[config.mk]
export PLATFORM = sky130hd
export DESIGN_NAME = keypad_emulator_flat
export DESIGN_NICKNAME = d
export VERILOG_FILES = /design/src/rtl/keypad_pkg.sv /design/src/rtl/keypad_emulator_if.sv /design/src/rtl/keypad_emulator.sv /design/src/flat_wrapper.sv
export SDC_FILE = /design/constraint.sdc
export NUM_CORES = 1
export LEC_CHECK = 0
export CAP_MARGIN = 20
export CORE_AREA = 5 5 80 82
export DETAILED_ROUTE_END_ITERATION = 12
export DIE_AREA = 0 0 85 87
export PLACE_DENSITY = 0.65
export SYNTH_ARGS = -nofsm -noshare
export SYNTH_HDL_FRONTEND = slang
export SYNTH_SLANG_ARGS = --single-unit
[constraint.sdc]
create_clock -name clk -period 2.1 [get_ports clk]
set_clock_uncertainty 0.05 [all_clocks]
set_input_delay 0.42 -clock clk [delete_from_list [all_inputs] [get_ports clk]]
set_output_delay 0.42 -clock clk [all_outputs]
set_load 0.01 [all_outputs]
[src/rtl/keypad_pkg.sv]
// Shared keypad definitions: matrix size, key_code field positions and
// the emulator FSM state type.
package keypad_pkg;

  localparam int KP_ROWS     = 4;
  localparam int KP_COLS     = 4;
  localparam int KEY_ROW_MSB = 3;
  localparam int KEY_ROW_LSB = 2;
  localparam int KEY_COL_MSB = 1;
  localparam int KEY_COL_LSB = 0;

  typedef enum logic [2:0] {
    IDLE         = 3'd0,
    BOUNCE_PRESS = 3'd1,
    HELD         = 3'd2,
    BOUNCE_REL   = 3'd3,
    GAP          = 3'd4
  } kpemu_state_t;

endpackage

[src/rtl/keypad_emulator_if.sv]
// Press-request handshake plus the scanner-facing row/column lines.
interface keypad_emulator_if import keypad_pkg::*; ();

  logic [3:0]         key_code;
  logic               press_req;
  logic               ready;
  logic               busy;
  logic               done;
  logic [KP_COLS-1:0] kpc;
  logic [KP_ROWS-1:0] kpr;

  modport master (output key_code, press_req, kpc, input ready, busy, done, kpr);
  modport slave  (input key_code, press_req, kpc, output ready, busy, done, kpr);

endinterface

[src/rtl/keypad_emulator.sv]
// Emulates one matrix-keypad key press with contact bounce, hold and release gap.
// Define KPEMU_BOUNCE_EN to model bounce bursts; otherwise bounce states last one cycle.
module keypad_emulator import keypad_pkg::*; #(
  parameter int unsigned HOLD_CYCLES    = 2500000,
  parameter int unsigned BOUNCE_CYCLES  = 50000,
  parameter int unsigned BOUNCE_TOGGLES = 6,
  parameter int unsigned GAP_CYCLES     = 500000
) (
  input  logic clk,
  input  logic reset_n,
  keypad_emulator_if.slave kp
);

  kpemu_state_t       state;
  logic [31:0]        cnt;
  logic               closed;
  logic [1:0]         row_q, col_q;
  logic [KP_ROWS-1:0] kpr_q;
  logic               hold_end, gap_end;

  assign hold_end = (state == HELD) && (cnt == 32'(HOLD_CYCLES - 1));
  assign gap_end  = (state == GAP)  && (cnt == 32'(GAP_CYCLES - 1));

`ifdef KPEMU_BOUNCE_EN
  localparam int PW = (BOUNCE_TOGGLES > 2) ? $clog2(BOUNCE_TOGGLES) : 1;
  logic [PW-1:0] phase;
  logic          ph_end;
  assign ph_end = (cnt == 32'(BOUNCE_CYCLES - 1));
`endif

  always_ff @(posedge clk or negedge reset_n) begin
    if (!reset_n) begin
      state  <= IDLE;
      cnt    <= '0;
      closed <= 1'b0;
      row_q  <= '0;
      col_q  <= '0;
`ifdef KPEMU_BOUNCE_EN
      phase  <= '0;
`endif
    end else begin
      case (state)
        IDLE: if (kp.press_req) begin
          row_q  <= kp.key_code[KEY_ROW_MSB:KEY_ROW_LSB];
          col_q  <= kp.key_code[KEY_COL_MSB:KEY_COL_LSB];
          state  <= BOUNCE_PRESS;
          closed <= 1'b1;
          cnt    <= '0;
`ifdef KPEMU_BOUNCE_EN
          phase  <= '0;
`endif
        end
        BOUNCE_PRESS, BOUNCE_REL: begin
`ifdef KPEMU_BOUNCE_EN
          // even toggle count leaves closed at the following state's level
          if (ph_end) begin
            cnt    <= '0;
            closed <= ~closed;
            if (phase == PW'(BOUNCE_TOGGLES - 1)) begin
              phase <= '0;
              state <= (state == BOUNCE_PRESS) ? HELD : GAP;
            end else begin
              phase <= phase + 1'b1;
            end
          end else begin
            cnt <= cnt + 1'b1;
          end
`else
          cnt   <= '0;
          state <= (state == BOUNCE_PRESS) ? HELD : GAP;
`endif
        end
        HELD: if (hold_end) begin
          state  <= BOUNCE_REL;
          closed <= 1'b0;
          cnt    <= '0;
        end else begin
          cnt <= cnt + 1'b1;
        end
        GAP: if (gap_end) begin
          state <= IDLE;
          cnt   <= '0;
        end else begin
          cnt <= cnt + 1'b1;
        end
        default: begin
          state  <= IDLE;
          cnt    <= '0;
          closed <= 1'b0;
        end
      endcase
    end
  end

  // a row is pulled low only while the selected column is driven low
  for (genvar r = 0; r < KP_ROWS; r++) begin : g_row
    always_ff @(posedge clk or negedge reset_n) begin
      if (!reset_n) kpr_q[r] <= 1'b1;
      else          kpr_q[r] <= ~((row_q == 2'(r)) && closed && !kp.kpc[col_q]);
    end
  end

  assign kp.ready = (state == IDLE);
  assign kp.busy  = (state != IDLE);
  assign kp.done  = gap_end;
  assign kp.kpr   = kpr_q;

endmodule

[src/flat_wrapper.sv]
// flat-port wrapper written by rule: the top's interface ports become plain ports
module keypad_emulator_flat import keypad_pkg::*;
#(
  parameter int unsigned HOLD_CYCLES    = 2500000,
  parameter int unsigned BOUNCE_CYCLES  = 50000,
  parameter int unsigned BOUNCE_TOGGLES = 6,
  parameter int unsigned GAP_CYCLES     = 500000
)
  (clk, reset_n, kp_key_code, kp_press_req, kp_kpc, kp_ready, kp_busy, kp_done, kp_kpr);
  keypad_emulator_if kp_i ();
  input  logic clk;
  input  logic reset_n;
  input wire logic [$bits(kp_i.key_code)-1:0] kp_key_code;
  input wire logic [$bits(kp_i.press_req)-1:0] kp_press_req;
  input wire logic [$bits(kp_i.kpc)-1:0] kp_kpc;
  output wire logic [$bits(kp_i.ready)-1:0] kp_ready;
  output wire logic [$bits(kp_i.busy)-1:0] kp_busy;
  output wire logic [$bits(kp_i.done)-1:0] kp_done;
  output wire logic [$bits(kp_i.kpr)-1:0] kp_kpr;
  assign kp_i.key_code = kp_key_code;
  assign kp_i.press_req = kp_press_req;
  assign kp_i.kpc = kp_kpc;
  assign kp_ready = kp_i.ready;
  assign kp_busy = kp_i.busy;
  assign kp_done = kp_i.done;
  assign kp_kpr = kp_i.kpr;
  keypad_emulator #(.HOLD_CYCLES(HOLD_CYCLES), .BOUNCE_CYCLES(BOUNCE_CYCLES), .BOUNCE_TOGGLES(BOUNCE_TOGGLES), .GAP_CYCLES(GAP_CYCLES)) u_core (.clk(clk), .reset_n(reset_n), .kp(kp_i));
endmodule
==> impl_metrics.py <==
metrics = {
    "cells_and_area": {
        "area_delta_synth_final_pct": 49.90,
        "diodes": 0,
        "layout.nets": 364,
        "fin_util": 0.6490,
        "drive_gt1_frac": 0.4023,
    },
    "route": {
        "drc": 0,
        "wirelength_um": 7526,
        "routedWlPerCell_um": 17.58,
        "firstDrtPassIters": 4,
        "drt_iter0_markers": 235,
        "viasPerCell": 5.734,
        "ant_nets": 0,
        "via_count": 2454,
    },
    "yosys": {
        "synth_simple_gate_area_frac": 0.3035,
        "syn_avg_cell_area_um2": 9.204,
        "ys_types": 50,
        "netlist_instances": 267,
        "synth_fa_ha_area_frac": 0.005092,
        "synth_compound_area_frac": 0.1151,
        "seq_area_frac_synth": 0.4501,
        "synth-edff-count": 0,
        "synth-seq-cells": 44,
        "synth_area_leaders": "dfrtp_1 41%, nor2_1 4.7%, dfstp_2 4.3%",
        "synth_largest_area_cell": "dfrtp_1",
        "synth_top_area_share": 0.4073,
        "synthTopCellsByCount": "40 x dfrtp_1, 31 x nor2_1, 28 x nand2_1, 16 x nand4_1, 15 x nand3_1",
        "ys_warn_count": 0,
        "synth-main-ff-cell": "dfrtp_1",
        "netlist_area_um2": 2457,
        "synthArstFlopShare": 1.000,
        "synth_xor_area_frac": 0.04990,
        "synth_top_family_by_area": "simple AND/OR/NAND/NOR gates",
        "synth_fp_nets": 279,
        "synthMuxAreaShare": 0.03971,
        "synth_most_common_cell": "dfrtp_1",
    },
    "floorplan": {
        "dieArea_um2": 7395,
        "die_y_um": 87,
        "die_x_um": 85,
        "initial_core_util": 0.4330,
        "num_rows": 28,
        "pin_count": 18,
        "core_um2": 5675,
    },
    "critical_path": {
        "r2r_start": "u_core.cnt[27]",
        "path_class": "reg2out",
        "crit_fanout": 2,
        "r2r_cells": 7,
        "end_kind": "primary output",
        "startpoint_type": "register",
        "slowest_stage": "dfrtp_1",
        "r2r_end": "u_core.cnt[9]",
        "crit_required_ps": 1630,
        "crit_arrival_ps": 1930,
        "path_cells": "nor4_1, nand4_1, nor4_4, buf_4, nand2_2, nor2_2, buf_2",
        "max_stage_delay_ps": 410,
        "r2r_slack_ps": -200,
    },
    "global_route": {
        "grt_pass1_vias": 2515,
        "grt_max_degree": 24,
        "grt_overflow": 0,
        "antenna_found_initial": 0,
        "grt_usage": 0.2090,
        "grt_pass1_wl_um": 12150,
    },
    "power": {
        "power.leakage_nw": 1.490,
        "vdd_ir_drop_max_uv": 710.4,
        "power_per_cell_area_nw_per_um2": 1135,
        "p_total_mw": 4.181,
    },
    "clock_network": {
        "insertion_delay_ps": 310,
        "cts_tree": "yes",
        "clk_pin_slew_worst_paths_ps": 90,
        "clock_sinks": 44,
        "ctsHtreeMaxLevel": 2,
        "clockBufferDepth": 2,
        "root_buffer": "clkbuf_8",
        "numCtsBuffers": 5,
    },
    "sta": {
        "tightest_slew_ps": 676.4,
        "slew_viol_final": 0,
        "hold_violations": 0,
        "rsz0062_at_grt": "yes",
        "period_share": 1.143,
        "fin_crit_ps": 2400,
        "setup_slack_ps": -300.2,
        "max_slew_margin": 0.5453,
        "finalSetupViolCount": 32,
        "fmax_ghz": 0.4166,
    },
    "min_path": {
        "hold_class": "in2async",
    },
    "run_status": {
        "outcome": "complete, but fails checks",
        "violations": "setup timing",
    },
    "placement": {
        "dpl.hpwl_um": 4730,
        "port_buffers": 17,
        "gp_congestion": 0.8602,
    },
    "job": {
        "cap_violations": 0,
    },
}
-- layout make-up --
type	count	area [um2]
clock buffer	5	68.82
clock inverter	3	47.55
timing repair buffer	90	788.3
inverter	7	26.28
multi-input combinational	204	1550
tap	75	93.84
fill	435	1992
sequential	44	1109
-- worst max-delay path, delay by kind of cell, from the launching register on --
| kind | cells | cell delay [ps] |
|---|---|---|
| buf+inv | 2 | 280 |
| flops | 1 | 410 |
| simple gates | 5 | 940 |
-- flip-flops by register name, summed over array words and instances, names as in the netlist --
| name | count |
|---|---|
| u_core.cnt | 32 |
| u_core.kp.kpr | 4 |
| u_core.state | 3 |
| u_core.col_q | 2 |
| u_core.row_q | 2 |
| u_core.closed | 1 |
-- metrics by stage --
stage / setup slack, ps / cells / TNS, ps / instance area (um2) / hold WS [ps]
after CTS: -265.1 / 430 / -2312 / 3565 / 44.36
final: -300.2 / 428 / -3744 / 3684 / 28.11
after detailed placement: -560.2 / 408 / -4507 / 3142 / 375.7
after floorplan: 64.57 / 267 / 0 / 2457 / 74.41
after global placement: -493.4 / 408 / -3180 / 3142 / 371.0
after global routing: -375.6 / 428 / -5411 / 3684 / 66.58
-- cells in the final DEF, fill, tap and decap left out, types with 10 or more instances in the layout --
cell             synthesis  layout
buf_6                    1      10
nand2_1                 28      27
buf_4                    1      60
xor2_1                  12      12
nand3_1                 15      15
nand4_1                 16      16
dfrtp_1                 40      38
nor2_1                  31      17
nor2_4                   0      13
clkdlybuf4s50_1          0      13
-- where the power goes --
group,internal (mW),switching [mW]
sequential,1.00,0.113
clock,0.359,0.327
combinational,1.11,1.27
-- repair_timing --
action                     4_1_cts  5_1_grt
pin swaps                       18       27
hold buffers                     0        0
setup endpoints to repair       35       34
buffers inserted                12        2
resized for setup               42       43
gates cloned                     3        0
-- cells by family (layout without fill, tap and decap cells) --
family,Yosys count,count (layout)
simple gates,140,140
fa+ha+maj,1,1
compound gates,41,41
xor+xnor,14,14
buf+inv,19,105
flops,44,44
mux,8,8
-- layer usage --
metal / GRT usage / up-vias / routed length (um)
li1: - / 1150 / -
met1: 0.2491 / 1200 / 3082
met2: 0.3658 / 84 / 3878
met3: 0.05203 / 20 / 397
met4: 0.07482 / 0 / 167
met5: 0 / - / 0
-- how the worst max path moves through the flow --
stage	from	to	slack [ps]	depth (start not counted)
global route	u_core.cnt[12]	kp_done	-380	7
detailed placement	u_core.cnt[11]	kp_done	-560	7
CTS	u_core.cnt[28]	kp_done	-270	6
floorplan	u_core.cnt[27]	kp_done	60	4
global placement	u_core.cnt[11]	kp_done	-490	7
finish	u_core.cnt[12]	kp_done	-300	7
Note: power is estimated with default switching activity, not from simulation.
